[src/rtl/nanosoc_exp_region_mux.sv]
// Expansion-region AHB interconnect: slot window decode, data-phase response mux,
// built-in ERROR default target and round-robin arbitration of slot DMA requests.
module nanosoc_exp_region_mux #(
    parameter int unsigned ADDRWIDTH      = 29,
    parameter int unsigned SLOT_ADDRWIDTH = 12,
    parameter int unsigned NUM_SLOTS      = 4,
    parameter int unsigned BASE_INDEX     = 'h10,
    parameter int unsigned SELW           = 3
) (
    input  logic                    HCLK,
    input  logic                    HRESET,
    input  logic                    HSELS,
    input  logic [ADDRWIDTH-1:0]    HADDRS,
    input  logic [1:0]              HTRANSS,
    input  logic                    HREADYS,
    output logic                    HREADYOUTS,
    output logic                    HRESPS,
    output logic [31:0]             HRDATAS,
    output logic [NUM_SLOTS-1:0]    HSEL_SLOT,
    input  logic [NUM_SLOTS-1:0]    HREADYOUT_SLOT,
    input  logic [NUM_SLOTS-1:0]    HRESP_SLOT,
    input  logic [32*NUM_SLOTS-1:0] HRDATA_SLOT,
    input  logic [NUM_SLOTS-1:0]    ip_req_slot,
    input  logic [NUM_SLOTS-1:0]    op_req_slot,
    output logic                    ip_data_req,
    output logic                    op_data_req,
    output logic [SELW-1:0]         dma_slot_sel
);

    localparam int unsigned IdxW = ADDRWIDTH - SLOT_ADDRWIDTH;
    localparam logic [IdxW-1:0] BaseIdx = IdxW'(BASE_INDEX);
    localparam logic [IdxW-1:0] NumSlotsIdx = IdxW'(NUM_SLOTS);
    // Pointer starts at the last slot so the first scan begins at slot 0.
    localparam logic [SELW-1:0] PtrRst = SELW'(NUM_SLOTS - 1);

    // ------------------------------------------------------------------
    // Address decode
    // ------------------------------------------------------------------
    logic [IdxW-1:0]      w_win;
    logic [IdxW-1:0]      w_idx;
    logic                 w_in_range;
    logic [NUM_SLOTS-1:0] w_hsel_slot;
    logic                 w_dflt_sel;
    logic                 w_unused_bits;

    assign w_win = HADDRS[ADDRWIDTH-1:SLOT_ADDRWIDTH];
    assign w_idx = w_win - BaseIdx;
    // Windows below the base would wrap the subtraction, so reject them explicitly.
    assign w_in_range = (w_win >= BaseIdx) && (w_idx < NumSlotsIdx);

    always_comb begin
        w_hsel_slot = '0;
        for (int k = 0; k < NUM_SLOTS; k++) begin
            w_hsel_slot[k] = HSELS & w_in_range & (w_idx == IdxW'(k));
        end
    end

    assign w_dflt_sel    = HSELS & ~(|w_hsel_slot);
    assign HSEL_SLOT     = w_hsel_slot;
    assign w_unused_bits = ^{HADDRS[SLOT_ADDRWIDTH-1:0], HTRANSS[0]};

    // ------------------------------------------------------------------
    // Data-phase select
    // ------------------------------------------------------------------
    logic [NUM_SLOTS:0] r_dsel;

    always_ff @(posedge HCLK) begin
        if (HRESET) begin
            r_dsel <= '0;
        end else if (HREADYS) begin
            r_dsel <= {w_dflt_sel, w_hsel_slot};
        end
    end

    // ------------------------------------------------------------------
    // Default target: two-cycle ERROR for active transfers outside all windows
    // ------------------------------------------------------------------
    typedef enum logic [1:0] {DfltIdle, DfltErr1, DfltErr2} dflt_state_e;

    dflt_state_e r_dflt_state;
    dflt_state_e w_dflt_state_nxt;
    logic        w_dflt_req;
    logic        w_dflt_ready;
    logic        w_dflt_resp;

    assign w_dflt_req = w_dflt_sel & HREADYS & HTRANSS[1];

    always_ff @(posedge HCLK) begin
        if (HRESET) begin
            r_dflt_state <= DfltIdle;
        end else begin
            r_dflt_state <= w_dflt_state_nxt;
        end
    end

    always_comb begin
        w_dflt_state_nxt = r_dflt_state;
        w_dflt_ready     = 1'b1;
        w_dflt_resp      = 1'b0;
        case (r_dflt_state)
            DfltIdle: begin
                if (w_dflt_req) begin
                    w_dflt_state_nxt = DfltErr1;
                end
            end
            DfltErr1: begin
                w_dflt_ready     = 1'b0;
                w_dflt_resp      = 1'b1;
                w_dflt_state_nxt = DfltErr2;
            end
            DfltErr2: begin
                w_dflt_resp      = 1'b1;
                w_dflt_state_nxt = w_dflt_req ? DfltErr1 : DfltIdle;
            end
            default: begin
                w_dflt_state_nxt = DfltIdle;
            end
        endcase
    end

    // ------------------------------------------------------------------
    // Response mux
    // ------------------------------------------------------------------
    always_comb begin
        HREADYOUTS = 1'b1;
        HRESPS     = 1'b0;
        HRDATAS    = '0;
        for (int k = 0; k < NUM_SLOTS; k++) begin
            if (r_dsel[k]) begin
                HREADYOUTS = HREADYOUT_SLOT[k];
                HRESPS     = HRESP_SLOT[k];
                HRDATAS    = HRDATA_SLOT[32*k +: 32];
            end
        end
        if (r_dsel[NUM_SLOTS]) begin
            HREADYOUTS = w_dflt_ready;
            HRESPS     = w_dflt_resp;
            HRDATAS    = '0;
        end
    end

    // ------------------------------------------------------------------
    // DMA request arbiter
    // ------------------------------------------------------------------
    typedef enum logic {ArbIdle, ArbGrant} arb_state_e;

    arb_state_e           r_arb_state;
    arb_state_e           w_arb_state_nxt;
    logic [SELW-1:0]      r_grant;
    logic [SELW-1:0]      w_grant_nxt;
    logic [SELW-1:0]      r_ptr;
    logic [SELW-1:0]      w_ptr_nxt;
    logic [SELW-1:0]      w_pick;
    logic                 w_pick_vld;
    logic [NUM_SLOTS-1:0] w_req;
    logic                 w_g_ip;
    logic                 w_g_op;

    assign w_req = ip_req_slot | op_req_slot;

    // Lowest requester above the pointer wins; otherwise wrap to the lowest at or below it.
    always_comb begin
        w_pick     = '0;
        w_pick_vld = 1'b0;
        for (int k = NUM_SLOTS - 1; k >= 0; k--) begin
            if (w_req[k] && (SELW'(k) <= r_ptr)) begin
                w_pick     = SELW'(k);
                w_pick_vld = 1'b1;
            end
        end
        for (int k = NUM_SLOTS - 1; k >= 0; k--) begin
            if (w_req[k] && (SELW'(k) > r_ptr)) begin
                w_pick     = SELW'(k);
                w_pick_vld = 1'b1;
            end
        end
    end

    always_comb begin
        w_g_ip = 1'b0;
        w_g_op = 1'b0;
        for (int k = 0; k < NUM_SLOTS; k++) begin
            if (r_grant == SELW'(k)) begin
                w_g_ip = ip_req_slot[k];
                w_g_op = op_req_slot[k];
            end
        end
    end

    always_ff @(posedge HCLK) begin
        if (HRESET) begin
            r_arb_state <= ArbIdle;
            r_grant     <= '0;
            r_ptr       <= PtrRst;
        end else begin
            r_arb_state <= w_arb_state_nxt;
            r_grant     <= w_grant_nxt;
            r_ptr       <= w_ptr_nxt;
        end
    end

    always_comb begin
        w_arb_state_nxt = r_arb_state;
        w_grant_nxt     = r_grant;
        w_ptr_nxt       = r_ptr;
        case (r_arb_state)
            ArbIdle: begin
                if (w_pick_vld) begin
                    w_grant_nxt     = w_pick;
                    w_arb_state_nxt = ArbGrant;
                end
            end
            ArbGrant: begin
                if (!(w_g_ip || w_g_op)) begin
                    w_ptr_nxt       = r_grant;
                    w_arb_state_nxt = ArbIdle;
                end
            end
            default: begin
                w_arb_state_nxt = ArbIdle;
            end
        endcase
    end

    assign ip_data_req  = (r_arb_state == ArbGrant) & w_g_ip;
    assign op_data_req  = (r_arb_state == ArbGrant) & w_g_op;
    assign dma_slot_sel = r_grant;

endmodule

[config.mk]
export PLATFORM = sky130hd
export DESIGN_NAME = nanosoc_exp_region_mux
export DESIGN_NICKNAME = d
export VERILOG_FILES = /design/src/rtl/nanosoc_exp_region_mux.sv
export SDC_FILE = /design/constraint.sdc
export NUM_CORES = 1
export LEC_CHECK = 0
export CORE_ASPECT_RATIO = 0.75
export CORE_MARGIN = 2
export CORE_UTILIZATION = 30
export CTS_BUF_LIST = sky130_fd_sc_hd__clkbuf_2 sky130_fd_sc_hd__clkbuf_4 sky130_fd_sc_hd__clkbuf_8
export CTS_CLUSTER_DIAMETER = 40
export DETAILED_ROUTE_END_ITERATION = 8
export GPL_ROUTABILITY_DRIVEN = 0
export GPL_TIMING_DRIVEN = 0
export PLACE_DENSITY = 0.86
export SLEW_MARGIN = 20
export SYNTH_ARGS = -nofsm -noshare
export SYNTH_HDL_FRONTEND = slang
export SYNTH_SLANG_ARGS = --single-unit
[constraint.sdc]
create_clock -name HCLK -period 7.9 [get_ports HCLK]
set_input_delay 2.37 -clock HCLK [delete_from_list [all_inputs] [get_ports HCLK]]
set_output_delay 2.37 -clock HCLK [all_outputs]
set_load 0.01 [all_outputs]
# == After elaboration in Yosys (flattened, before gate mapping) ==
# Cells that the tools add are included.
# classes
n_reduce_logical,17
order_cmp,10
addsub,1
mul,0
eq_ne,9
bitwise_logic,14
muxes,47
div_mod_pow,0
shifts,0
# ops
op,count
two-way mux 32 bit,5
== test 17 x 2 -> 1 bit (second input constant),2
two-way mux 1 bit,31
two-way mux 3 bit,7
== test 17 x 1 -> 1 bit (second input constant),1
>= comparator 17 x 5 -> 1 bit (second input constant),1
zero test 17 bit,1
< comparator 17 x 3 -> 1 bit (second input constant),1
subtractor 17 x 5 -> 17 bit (second input constant),1
AND 1 bit,10
logical AND 1 bit,9
== test 3 x 2 -> 1 bit (second input constant),2
greater-than comparator 1 x 3 -> 1 bit (first input constant),2
greater-than comparator 2 x 3 -> 1 bit (first input constant),2
less-or-equal comparator 1 x 3 -> 1 bit (first input constant),2
less-or-equal comparator 2 x 3 -> 1 bit (first input constant),2
one-hot mux 2 bit (3 select lines),1
two-way mux 2 bit,2
bitwise OR 4 bit,1
AND reduction 2 bit,2
OR reduction 4 bit,1
== test 3 x 1 -> 1 bit (second input constant),1
zero test 3 bit,1
inverter 1 bit,3
7 further kinds,7
# word_totals
ramBits,0
out_inout_bits,43
mem_bits_ro,0
in_bits,179
word_cells,103
register_bits,14
n_memories,0
latchBits,0

# == Longest topological paths before layout ==
# Gate-level depths: netlist (run 1).
# logic_depth
depth_word,12
ltp_mapped,9
mapped_depth_nobuf,8

# == Worst setup path after synthesis (run 1) ==
# Ideal clock, no wire load.
# synth_path
path_kind,input -> output
startpoint,input HADDRS[16]
endpoint,output HSEL_SLOT[0]
t_arrival_ps,3793
t_required_ps,5530
cell_stages,8
path_buffers,1
path_slack_ps,1737
cell_sequence,inv_1 ha_1 nand2_1 nor3_1 nand4_1 nor4_2 buf_4 nor3b_1
# synth_between
elab_chain_len,5
word_cells_on_any_way,7
cone_classes,add/sub: 1; order compare: 2; bitwise: 2; reduce/logical: 2
# synth_rtl
item,line,source
from (decl),13,"input logic [ADDRWIDTH-1:0] HADDRS,"
subtractor 17 x 5 -> 17 bit,47,assign w_idx = w_win - BaseIdx;
< comparator 17 x 3 -> 1 bit,49,assign w_in_range = (w_win >= BaseIdx) && (w_idx < NumSlotsIdx);
logical AND 1 bit,49,
AND 1 bit,54,w_hsel_slot[k] = HSELS & w_in_range & (w_idx == IdxW'(k));
AND 1 bit (*),54,
to (decl),19,"output logic [NUM_SLOTS-1:0] HSEL_SLOT,"
# Every way passes the cells marked *; elsewhere a longest branch is shown, timed or not.

# == Final worst setup path (run 1) ==
# Ends and elaborated chain as after synthesis.

==> results.cfg, run 1 <==
[sta]
finalHoldViolCount = 0
min_period_ns = 7.49
setup_viol = 0
skew_ns = 0.00314
post-route-period-util_pct = 94.8
finalSetupTns_ns = 0
rsz0062_at_grt = no
fin_ws_ns = 0.407
finalMaxSlewViolations = 0
max_freq_mhz = 133
slew_headroom_pct = 62.8
worstMarginPinSlew_ns = 0.558

[outcome]
outcome = finished clean

[drt]
drtAntennaViolNets = 0
viasPerCell = 5.31
firstDrtPassIters = 4
vias = 3205
dr.first_iter.drc_count = 156
drcViolationCount = 0
finalWirelength_um = 9790
wl_per_cell_um = 16.2

[clock_tree]
cts_tree = done
clock_latency_ns = 0.24
cts_hold_buf = 0
clock_sinks = 12
clk_transition_reported_paths_ns = 0.05
postCtsSetupBuffers = 0
cts_root_buffer = clkbuf_8
ctsResizeCount = 0
numCtsBuffers = 3
cts_buffer_depth = 2
cts_max_level = 1

[floorplanning]
dieWidth_um = 99.0
core_mm2 = 0.00641
dieArea_mm2 = 0.00745
ios = 222
die_h_um = 75.3
rows = 25
initial_utilization_pct = 31.7

[power]
vdd_drop_max_mv = 0.0500
p_leak_uw = 0.00155
powerDensity_mw_per_mm2 = 60.3

[global_routing]
gr-total-overflow = 0
grt_pass1_wl_um = 14700
first_global_vias = 3171
antenna_found_initial = 0
grt_max_degree = 11
grtUsageTotal_pct = 24.2

[cells_and_area]
multi_input_comb_area_mm2 = 0.00163
syn_to_final_growth_pct = 110
seq_area_um2 = 240
fin_nets = 710
drive_gt1_share_pct = 2.87
fin_util_pct = 66.4
final_cell_mix = clkdlybuf4s50_1 (207), nor2_1 (45), a21oi_1 (44)
final_common_cell = clkdlybuf4s50_1
n_fill_cell = 572
final_cell_area_mm2 = 0.00426
insertedDiodeCount = 0

[placed_design]
pre_cts_slack_ns = 0.403
placed_area_mm2 = 0.00421
dp_hpwl_um = 8170
portBuffers = 207

[yosys]
synth.distinct_cells = 43
syn_area_per_cell_um2 = 6.51
ys_async_sr_fraction_pct = 0
syn_nets = 498
syn_area_mm2 = 0.00203
synthFlopType = dfxtp_1
syn_inst = 312
ys_seq_area_share_pct = 11.8
ys_ff_latch = 12
yosysWarnings = 0
synth-edff-count = 0

[hold_path]
hold_class = reg -> reg

[worst_setup_path]
cp-start-kind = primary input
path_class = in -> out
end_kind = output port
cp.arrival_ns = 5.12
crit_fanout = 10
critPathRequiredTime_ns = 5.53

[job]
drv_cap = 0
-- flip-flops by register name, summed over array words and instances, names as in the netlist --
signal / cells
r_dflt_state: 2
r_arb_state: 1
r_ptr: 2
dma_slot_sel: 2
r_dsel: 5
-- Yosys cell counts (2+ instances only) --
cell type / instances / area (um2)
inv_1: 8 / 30.0
dfxtp_1: 12 / 240
a221oi_1: 34 / 298
buf_4: 2 / 15.0
o211ai_1: 3 / 22.5
nand3_1: 3 / 15.0
nand2b_1: 7 / 43.8
nor2_1: 45 / 169
and2_1: 2 / 12.5
nand4_1: 2 / 12.5
nand4b_1: 2 / 17.5
clkbuf_1: 27 / 101
o21ai_0: 5 / 25.0
nand2_1: 6 / 22.5
ha_1: 7 / 87.6
nand3b_1: 2 / 15.0
nor2b_1: 36 / 225
a21oi_1: 44 / 220
a211o_1: 2 / 17.5
mux4_2: 2 / 45.0
nor3_1: 39 / 195
-- metal layers --
| layer | share of wire [%] | vias to the layer above | global-route usage (%) |
|---|---|---|---|
| li1 | - | 1580 | - |
| met2 | 50 | 132 | 44.4 |
| met4 | 2.3 | 0 | 7.31 |
| met3 | 6.5 | 18 | 4.09 |
| met1 | 41 | 1475 | 29.7 |
| met5 | 0 | - | 0 |
-- cell type report --
class | instances | area share (%)
Sequential cell | 12 | 5.64
Timing Repair Buffer | 207 | 48.6
Clock buffer | 4 | 1.29
Tap cell | 81 | 2.38
Inverter | 8 | 0.705
Buffer | 31 | 3.17
Multi-Input combinational cell | 261 | 38.2
-- power by group --
part           total [uW]  internal [uW]  switching [uW]
Sequential           67.7           63.6            4.07
Combinational         120           87.7            32.8
Clock                68.6           44.1            24.5
Total                 257            195            61.4
-- worst paths after layout --
check / from / endpoint / slack, ns / cells after the start
max: HADDRS[16] / HSEL_SLOT[0] / 0.41 / 10
min: r_dsel[0] / r_dsel[0] / 0.48 / 2
max reg2reg: dma_slot_sel[1] / r_ptr[1] / 6.09 / 4
min reg2reg: r_dsel[0] / r_dsel[0] / 0.48 / 2
-- critical path, cell delays in order --
cell             delay, ns
clkdlybuf4s50_1       0.52
inv_1                 0.08
ha_1                  0.28
nand2_1               0.05
nor3_1                0.17
nand4_1               0.14
nor4_2                0.49
buf_4                 0.26
nor3b_1               0.19
clkdlybuf4s50_1       0.57
-- logic make-up (layout without fill, tap and decap cells) --
| logic type | Yosys count | count (layout) | synth area share (%) |
|---|---|---|---|
| compound gates | 93 | 93 | 30.7 |
| xor+xnor | 2 | 2 | 0.862 |
| simple gates | 155 | 155 | 41.3 |
| mux | 3 | 3 | 2.71 |
| buf+inv | 39 | 250 | 8.13 |
| other cells | 1 | 1 | 0.185 |
| fa+ha+maj | 7 | 7 | 4.31 |
| flops | 12 | 12 | 11.8 |
-- metrics by stage --
stage	hold WS, ns	total power (uW)	std cells
finish	0.483	257	604
global placement	0.455	186	600
detailed placement	0.476	189	600
global route	0.514	268	604
CTS	0.481	258	604
floorplan	0.439	93.0	312
Note: power is estimated with default switching activity, not from simulation.
==> run 2: changes to the inputs <==
Settings changed: SETUP_SLACK_MARGIN from default to 0.15.
==> results of run 2 <==
No change in the layout: final DEF, timing and power equal those of run 1.
